**config.mk**
```make
export PLATFORM = sky130hd
export DESIGN_NAME = alu_dispatch
export DESIGN_NICKNAME = d
export VERILOG_FILES = /design/src/rtl/alu_dispatch.sv
export SDC_FILE = /design/constraint.sdc
export NUM_CORES = 1
export LEC_CHECK = 0
export ABC_AREA = 1
export ABC_CLOCK_PERIOD_IN_PS = 9100
export CORE_MARGIN = 2
export CORE_UTILIZATION = 55
export DETAILED_ROUTE_END_ITERATION = 12
export GPL_ROUTABILITY_DRIVEN = 0
export PLACE_DENSITY = 0.78
export SLEW_MARGIN = 20
export SYNTH_ARGS = -nofsm -noshare
export SYNTH_HDL_FRONTEND = slang
export SYNTH_SLANG_ARGS = --single-unit
```
**constraint.sdc**
```tcl
create_clock -name clk -period 9.1 [get_ports clk]
set_input_delay 1.82 -clock clk [delete_from_list [all_inputs] [get_ports clk]]
set_output_delay 1.82 -clock clk [all_outputs]
set_load 0.02 [all_outputs]
```
**src/rtl/alu_dispatch.sv**
```systemverilog
`default_nettype none
// ============================================================================
//  Module   : alu_dispatch
//  Purpose  : Request buffer and issue pipeline in front of a combinational
//             ALU. Tagged requests are queued in a DEPTH-entry FIFO, issued
//             one per cycle into a register stage that drives the ALU inputs,
//             and the ALU result is captured with its tag into a response
//             register that honours valid/ready backpressure.
//  Ports    : clk, rst               - clock, synchronous active-high reset
//             req_valid/req_ready    - request handshake
//             req_op/lhs/rhs/tag     - request payload
//             alu_operation/lhs/rhs  - registered ALU inputs
//             alu_result             - combinational ALU result
//             rsp_valid/rsp_ready    - response handshake
//             rsp_result/rsp_tag     - response payload
//             count                  - FIFO occupancy
//  Revision : 1.0 - initial release
// ============================================================================
module alu_dispatch #(
    parameter int OPERAND_WIDTH = 32,
    parameter int DEPTH         = 4,
    parameter int TAG_WIDTH     = 4
) (
    input  logic                         clk,
    input  logic                         rst,
    input  logic                         req_valid,
    output logic                         req_ready,
    input  logic [4:0]                   req_op,
    input  logic [OPERAND_WIDTH:0]       req_lhs,
    input  logic [OPERAND_WIDTH:0]       req_rhs,
    input  logic [TAG_WIDTH-1:0]         req_tag,
    output logic [4:0]                   alu_operation,
    output logic [OPERAND_WIDTH:0]       alu_lhs,
    output logic [OPERAND_WIDTH:0]       alu_rhs,
    input  logic [OPERAND_WIDTH:0]       alu_result,
    output logic                         rsp_valid,
    input  logic                         rsp_ready,
    output logic [OPERAND_WIDTH:0]       rsp_result,
    output logic [TAG_WIDTH-1:0]         rsp_tag,
    output logic [$clog2(DEPTH+1)-1:0]   count
);

    localparam int c_W     = OPERAND_WIDTH + 1;
    localparam int c_AW    = $clog2(DEPTH);
    localparam int c_CW    = $clog2(DEPTH + 1);
    localparam int c_ENTRY = 5 + 2 * c_W + TAG_WIDTH;

    // ------------------------------------------------------------------
    // FIFO storage and pointers
    // ------------------------------------------------------------------
    logic [c_ENTRY-1:0]   r_mem [DEPTH];
    logic [c_AW-1:0]      r_wr_ptr;
    logic [c_AW-1:0]      r_rd_ptr;
    logic [c_CW-1:0]      r_count;

    // Issue stage
    logic                 r_iss_valid;
    logic [4:0]           r_iss_op;
    logic [c_W-1:0]       r_iss_lhs;
    logic [c_W-1:0]       r_iss_rhs;
    logic [TAG_WIDTH-1:0] r_iss_tag;

    // Response stage
    logic                 r_rsp_valid;
    logic [c_W-1:0]       r_rsp_result;
    logic [TAG_WIDTH-1:0] r_rsp_tag;

    // Control
    logic                 w_push;
    logic                 w_load;
    logic                 w_rsp_free;
    logic                 w_advance;
    logic                 w_fifo_empty;
    logic [c_ENTRY-1:0]   w_wr_entry;
    logic [c_ENTRY-1:0]   w_head;
    logic [4:0]           w_head_op;
    logic [c_W-1:0]       w_head_lhs;
    logic [c_W-1:0]       w_head_rhs;
    logic [TAG_WIDTH-1:0] w_head_tag;

    // req_ready is a function of the registered count only, so there is no
    // combinational path from rsp_ready back to req_ready.
    assign req_ready    = (r_count != c_CW'(DEPTH));
    assign w_fifo_empty = (r_count == '0);
    assign w_push       = req_valid && req_ready;

    assign w_rsp_free   = !r_rsp_valid || rsp_ready;
    assign w_advance    = r_iss_valid && w_rsp_free;
    // The issue register refills from the FIFO head when it is empty or is
    // handing its content to the response stage on this same edge.
    assign w_load       = !w_fifo_empty && (!r_iss_valid || w_advance);

    assign w_wr_entry   = {req_op, req_lhs, req_rhs, req_tag};
    assign w_head       = r_mem[r_rd_ptr];
    assign {w_head_op, w_head_lhs, w_head_rhs, w_head_tag} = w_head;

    // ------------------------------------------------------------------
    // FIFO storage (no reset needed: pointers/count qualify the contents)
    // ------------------------------------------------------------------
    always_ff @(posedge clk) begin
        if (!rst && w_push) begin
            r_mem[r_wr_ptr] <= w_wr_entry;
        end
    end

    // ------------------------------------------------------------------
    // FIFO pointers and occupancy; DEPTH is a power of two so the pointers
    // wrap naturally.
    // ------------------------------------------------------------------
    always_ff @(posedge clk) begin
        if (rst) begin
            r_wr_ptr <= '0;
            r_rd_ptr <= '0;
            r_count  <= '0;
        end else begin
            if (w_push) begin
                r_wr_ptr <= r_wr_ptr + c_AW'(1);
            end
            if (w_load) begin
                r_rd_ptr <= r_rd_ptr + c_AW'(1);
            end
            case ({w_push, w_load})
                2'b10:   r_count <= r_count + c_CW'(1);
                2'b01:   r_count <= r_count - c_CW'(1);
                default: r_count <= r_count;
            endcase
        end
    end

    // ------------------------------------------------------------------
    // Issue stage: holds ALU inputs stable unless a new entry is loaded.
    // ------------------------------------------------------------------
    always_ff @(posedge clk) begin
        if (rst) begin
            r_iss_valid <= 1'b0;
            r_iss_op    <= '0;
            r_iss_lhs   <= '0;
            r_iss_rhs   <= '0;
            r_iss_tag   <= '0;
        end else if (w_load) begin
            r_iss_valid <= 1'b1;
            r_iss_op    <= w_head_op;
            r_iss_lhs   <= w_head_lhs;
            r_iss_rhs   <= w_head_rhs;
            r_iss_tag   <= w_head_tag;
        end else if (w_advance) begin
            r_iss_valid <= 1'b0;
        end
    end

    // ------------------------------------------------------------------
    // Response stage: captures the combinational ALU result together with
    // the tag of the operation that produced it.
    // ------------------------------------------------------------------
    always_ff @(posedge clk) begin
        if (rst) begin
            r_rsp_valid  <= 1'b0;
            r_rsp_result <= '0;
            r_rsp_tag    <= '0;
        end else if (w_advance) begin
            r_rsp_valid  <= 1'b1;
            r_rsp_result <= alu_result;
            r_rsp_tag    <= r_iss_tag;
        end else if (rsp_ready) begin
            r_rsp_valid  <= 1'b0;
        end
    end

    assign alu_operation = r_iss_op;
    assign alu_lhs       = r_iss_lhs;
    assign alu_rhs       = r_iss_rhs;
    assign rsp_valid     = r_rsp_valid;
    assign rsp_result    = r_rsp_result;
    assign rsp_tag       = r_rsp_tag;
    assign count         = r_count;

endmodule
`default_nettype wire
```
# Yosys cells after proc, flatten, opt, wreduce, memory -nomap -nowiden

Memories as Yosys holds them, arrays and structs flattened. A register that Yosys moved wholly into a read port is not among the register bits.
Cells that the tools add are included.

Bitwise logic cells: 0
Divide/modulo/power cells: 0
Reductions and logical operators: 14
Order comparisons: 0
Multipliers: 0
Add/sub/neg operators: 4
Mux-type cells: 7
Eq/ne operators: 3
Shift-type cells: 0

Operator list:

| kind                | number |
|---|---|
| $mux 1              | 6 |
| $pmux 3 s2          | 1 |
| $reduce_bool 2->1   | 3 |
| $add 2x1->2 const B | 2 |
| $logic_and 1x1->1   | 4 |
| $logic_not 1->1     | 4 |
| $add 3x1->3 const B | 1 |
| $logic_not 3->1     | 1 |
| $ne 3x3->1 const B  | 1 |
| $sub 3x1->3 const B | 1 |
| $eq 2x1->1 const B  | 1 |
| $eq 2x2->1 const B  | 1 |
| $logic_or 1x1->1    | 2 |

Register bits: 46
Memory bits (writable): 300
Bits in latches: 0
Memories kept: 1
Bits in read-only memories: 0

Memories:

| name  | depth | bits a word | rd ports | clocked after memory_dff | write ports | RTL line | source |
|---|---|---|---|---|---|---|---|
| r_mem | 4     | 75          | 1        | 1                        | 1           | 51       | `logic [c_ENTRY-1:0] r_mem [DEPTH];` |

# Depth between registers and ports, before layout

Depth after elaboration: 7
Mapped depth: 14
Gate-level depth less buffers: 13

# Least setup slack after synthesis

No wires, ideal clock.

Kind: in2reg
Start: in req_valid
End: mem r_mem[0][0] (netlist bit) (enable)
Cell stages on the path: 3
Data arrival time: 5.375 ns
Path buffers: 0
Setup time: 0.509 ns
Slack: 3.216 ns
Cell sequence: a21boi_0 > nand2_1 > nor2_1

Cells in the longest elaborated chain, start to end: 4

RTL lines:

| item                         | RTL line | source |
|---|---|---|
| start, declared              | 26       | `input logic req_valid,` |
| $logic_and 1x1->1            | 85       | `assign w_push = req_valid && req_ready;` |
| $logic_and 1x1->1            | 101      | `if (!rst && w_push) begin` |
| $mux 1                       | 101      |  |
| $mux 1 (implied by the code) | 102      | `r_mem[r_wr_ptr] <= w_wr_entry;` |
| end, declared                | 51       |  |

Every way passes these cells.

# Worst setup path in the final report

Start: in rst
End: mem r_mem[1][47] (netlist bit) (enable)

Cells in the longest elaborated chain, start to end: 4

RTL lines:

| item                         | RTL line | source |
|---|---|---|
| start, declared              | 25       | `input logic rst,` |
| $logic_not 1->1              | 101      |  |
| $logic_and 1x1->1            | 101      |  |
| $mux 1                       | 101      |  |
| $mux 1 (implied by the code) | 102      |  |

Every way passes these cells.

==> results.json <==
{
  "max_slew_margin_pct": 27.7,
  "p_sw_share_pct": 36.1,
  "cts.repair.resized": 0,
  "portBuffers": 224,
  "synth_top_area_share_pct": 51.7,
  "fp.dieW_um": 182,
  "grt_usage_pct": 22.2,
  "syn_nets": 2003,
  "routed-via-count": 12300,
  "start_util_pct": 55.5,
  "netlist-cell-type-count": 22,
  "numCtsBuffers": 42,
  "combPwrFrac_pct": 35.3,
  "core_sq_um": 31400,
  "yosys-top-cells-area": "edfxtp_1 (52%), dfxtp_1 (14%), nand2_1 (12%)",
  "min_to": "rsp_result[17]$_SDFFE_PP0P_",
  "antenna_found_initial": 5,
  "insertion_delay_ns": 0.53,
  "holdPathStages": 2,
  "finalCritPeriodShare_pct": 45.8,
  "hold_start": "rsp_result[17]$_SDFFE_PP0P_",
  "cts_sinks": 421,
  "postSynthAreaPerCell_sq_um": 9.24,
  "powerDensity_nw_per_um2": 311,
  "p_clk_share_pct": 25.0,
  "crit_buf_inv": 3,
  "grt_use_met3_pct": 4.19,
  "io-pin-count": 225,
  "p_leak_nw": 9.43,
  "cp_cell_sequence": "clkdlybuf4s50_1 -> inv_4 -> nand2_1 -> nor2_4 -> buf_4",
  "cpLargestDelayFamily": "buffers and inverters",
  "layout_commonest_cell": "nand2_1",
  "cts_tree": "yes",
  "grt_pass1_wl_mm": 58.7,
  "dp.final_hpwl_mm": 21.3,
  "syn_to_final_growth_pct": 21.6,
  "intPower_mw": 4.21,
  "cp.arrival_ns": 4.33,
  "grt_max_degree": 155,
  "dieArea_sq_um": 33100,
  "drv_cap": 0,
  "cts-root-buf": "clkbuf_16",
  "fin_skew_ns": 0.0108,
  "whs_ns": 0.480,
  "cts.hold.buffers_added": 0,
  "path_class": "primary input to register",
  "report.final.hold_viol_count": 0,
  "status": "finished, final reports clean",
  "gr-usage-met1_pct": 25.7,
  "crit_cells": 5,
  "timing.setup.tns_ns": 0,
  "r2r-end": "alu_lhs[18]$_SDFFE_PP0P_",
  "nNetsFinal": 2195,
  "grt_pass1_vias": 12000,
  "top_usage_layer": "met2",
  "fin_crit_ns": 4.17,
  "slowest_stage": "nor2_4",
  "first_iter_violations": 874,
  "synth_top_cell_by_area": "edfxtp_1",
  "ys_warn_count": 0,
  "p_sw_mw": 2.39,
  "max-clock-path-buffers": 3,
  "ant_nets": 0,
  "ys_seq_elements": 421,
  "layout_common_cells": "nand2_1 (540), inv_1 (390), edfxtp_1 (300)",
  "crit_fanout": 40,
  "synth-seq-area-share_pct": 65.6,
  "r2r_start": "r_rd_ptr[0]$_SDFFE_PP0P_",
  "ff2ff_path_depth": 7,
  "wirelength_mm": 37.3,
  "r2r_setup_slack_ns": 6.31,
  "grt-ovfl-total": 0,
  "grtUsageMet2_pct": 40.3,
  "rsz0062_at_grt": "false",
  "setup_viol": 0,
  "worstSetupEndpointType": "register",
  "drc_errors": 0,
  "worstSetupStartpointType": "primary input",
  "wire_per_inst_um": 14.8,
  "cts_setup_buffers": 0,
  "slew_violations": 0,
  "htreeDepth": 2,
  "tightest_slew_ns": 1.08,
  "die_h_um": 182,
  "synthesis.area_sq_um": 17400,
  "postSynthCellCount": 1885,
  "layout-drive-gt1-share_pct": 4.22,
  "peakVddDrop_v": 0.000280,
  "hold_path_class": "register to register",
  "via_per_inst": 4.87,
  "rows": 65,
  "cpPeakStageDelay_ns": 0.63,
  "firstDrtPassIters": 5,
  "clk_pin_slew_worst_paths_ns": 0.06,
  "fmax_ghz": 0.240,
  "required_ns": 9.26,
  "seq_power_share_pct": 39.6
}
==> per-layer routing <==
metal,wire length (um),up-vias
met5,16,-
met4,1300,2
met3,2210,78
met2,18700,350
met1,15100,5699
li1,-,6146
==> state kept, by name, indices dropped and copies added, names as in the netlist, 2 cells and up <==
register,flops
alu_lhs,33
alu_operation,5
alu_rhs,33
count,3
r_iss_tag,4
r_mem,300
r_rd_ptr,2
r_wr_ptr,2
rsp_result,33
rsp_tag,4
==> worst max-delay path by stage <==
stage               startpoint                      to
floorplan            req_valid   r_mem[0][0]$_DFFE_PP_
global placement           rst  r_mem[1][63]$_DFFE_PP_
detailed placement         rst  r_mem[1][43]$_DFFE_PP_
CTS                        rst  r_mem[1][49]$_DFFE_PP_
global route               rst  r_mem[1][47]$_DFFE_PP_
finish                     rst  r_mem[1][47]$_DFFE_PP_
==> layout make-up <==
| class | instances | area [sq um] |
|---|---|---|
| Multi-Input combinational cell | 984 | 4060 |
| Clock inverter | 20 | 149 |
| Clock buffer | 58 | 1190 |
| Tap cell | 402 | 503 |
| Sequential cell | 421 | 11400 |
| Timing Repair Buffer | 234 | 2350 |
| Antenna cell | 6 | 15.0 |
| Fill cell | 2324 | 10200 |
| Inverter | 394 | 1490 |
==> cells by family after synthesis <==
kind of cell | synth area share (%)
buffers and inverters | 11.4
flip-flops | 65.6
AND/OR/NAND/NOR | 21.2
adder cells (fa/ha/maj) | 0.474
AO/OA/AOI/OAI | 1.36
==> power groups by stage <==
stage / clock, mW / combinational [mW] / sequential [mW]
6_report: 1.65 / 2.33 / 2.61
5_1_grt: 1.76 / 2.61 / 2.65
4_1_cts: 1.68 / 2.36 / 2.62
3_5_place_dp: 0 / 2.34 / 2.66
3_3_place_gp: 0 / 2.28 / 2.65
2_1_floorplan: 0 / 1.38 / 2.82
==> stage by stage <==
step,std cells,utilization [%],setup WS (ns),area (sq um),power (mW)
6_report,2519,67.5,4.93,21200,6.60
5_1_grt,2517,67.5,4.78,21200,7.03
4_1_cts,2513,67.4,4.86,21200,6.66
3_5_place_dp,2435,63.2,4.30,19800,4.99
3_3_place_gp,2434,63.1,3.95,19800,4.93
2_1_floorplan,1885,-,3.22,17400,4.20
==> worst register-to-register path, cell delays in order, from the launching register on <==
cell and delay [ns]:
dfxtp_4 0.55, inv_4 0.66, buf_4 0.78, nand2_1 0.23
nand3_1 0.10, nand2_1 0.07, nor2_1 0.18, nor2_1 0.08
==> synthesized netlist by cell type <==
| library cell | number |
|---|---|
| edfxtp_1 | 300 |
| ha_1 | 5 |
| clkbuf_2 | 1 |
| o21ai_1 | 3 |
| o21ai_0 | 37 |
| nand2_2 | 1 |
| fa_1 | 1 |
| inv_1 | 391 |
| buf_4 | 7 |
| buf_2 | 46 |
| a21boi_0 | 1 |
| nand3b_1 | 1 |
| nor2_1 | 234 |
| dfxtp_1 | 121 |
| inv_2 | 2 |
| nor2_2 | 1 |
| nand2_1 | 540 |
| buf_6 | 12 |
| a21oi_1 | 6 |
| nand3_1 | 154 |
| inv_4 | 1 |
| clkbuf_1 | 20 |
Note: power is estimated with default switching activity, not from simulation.
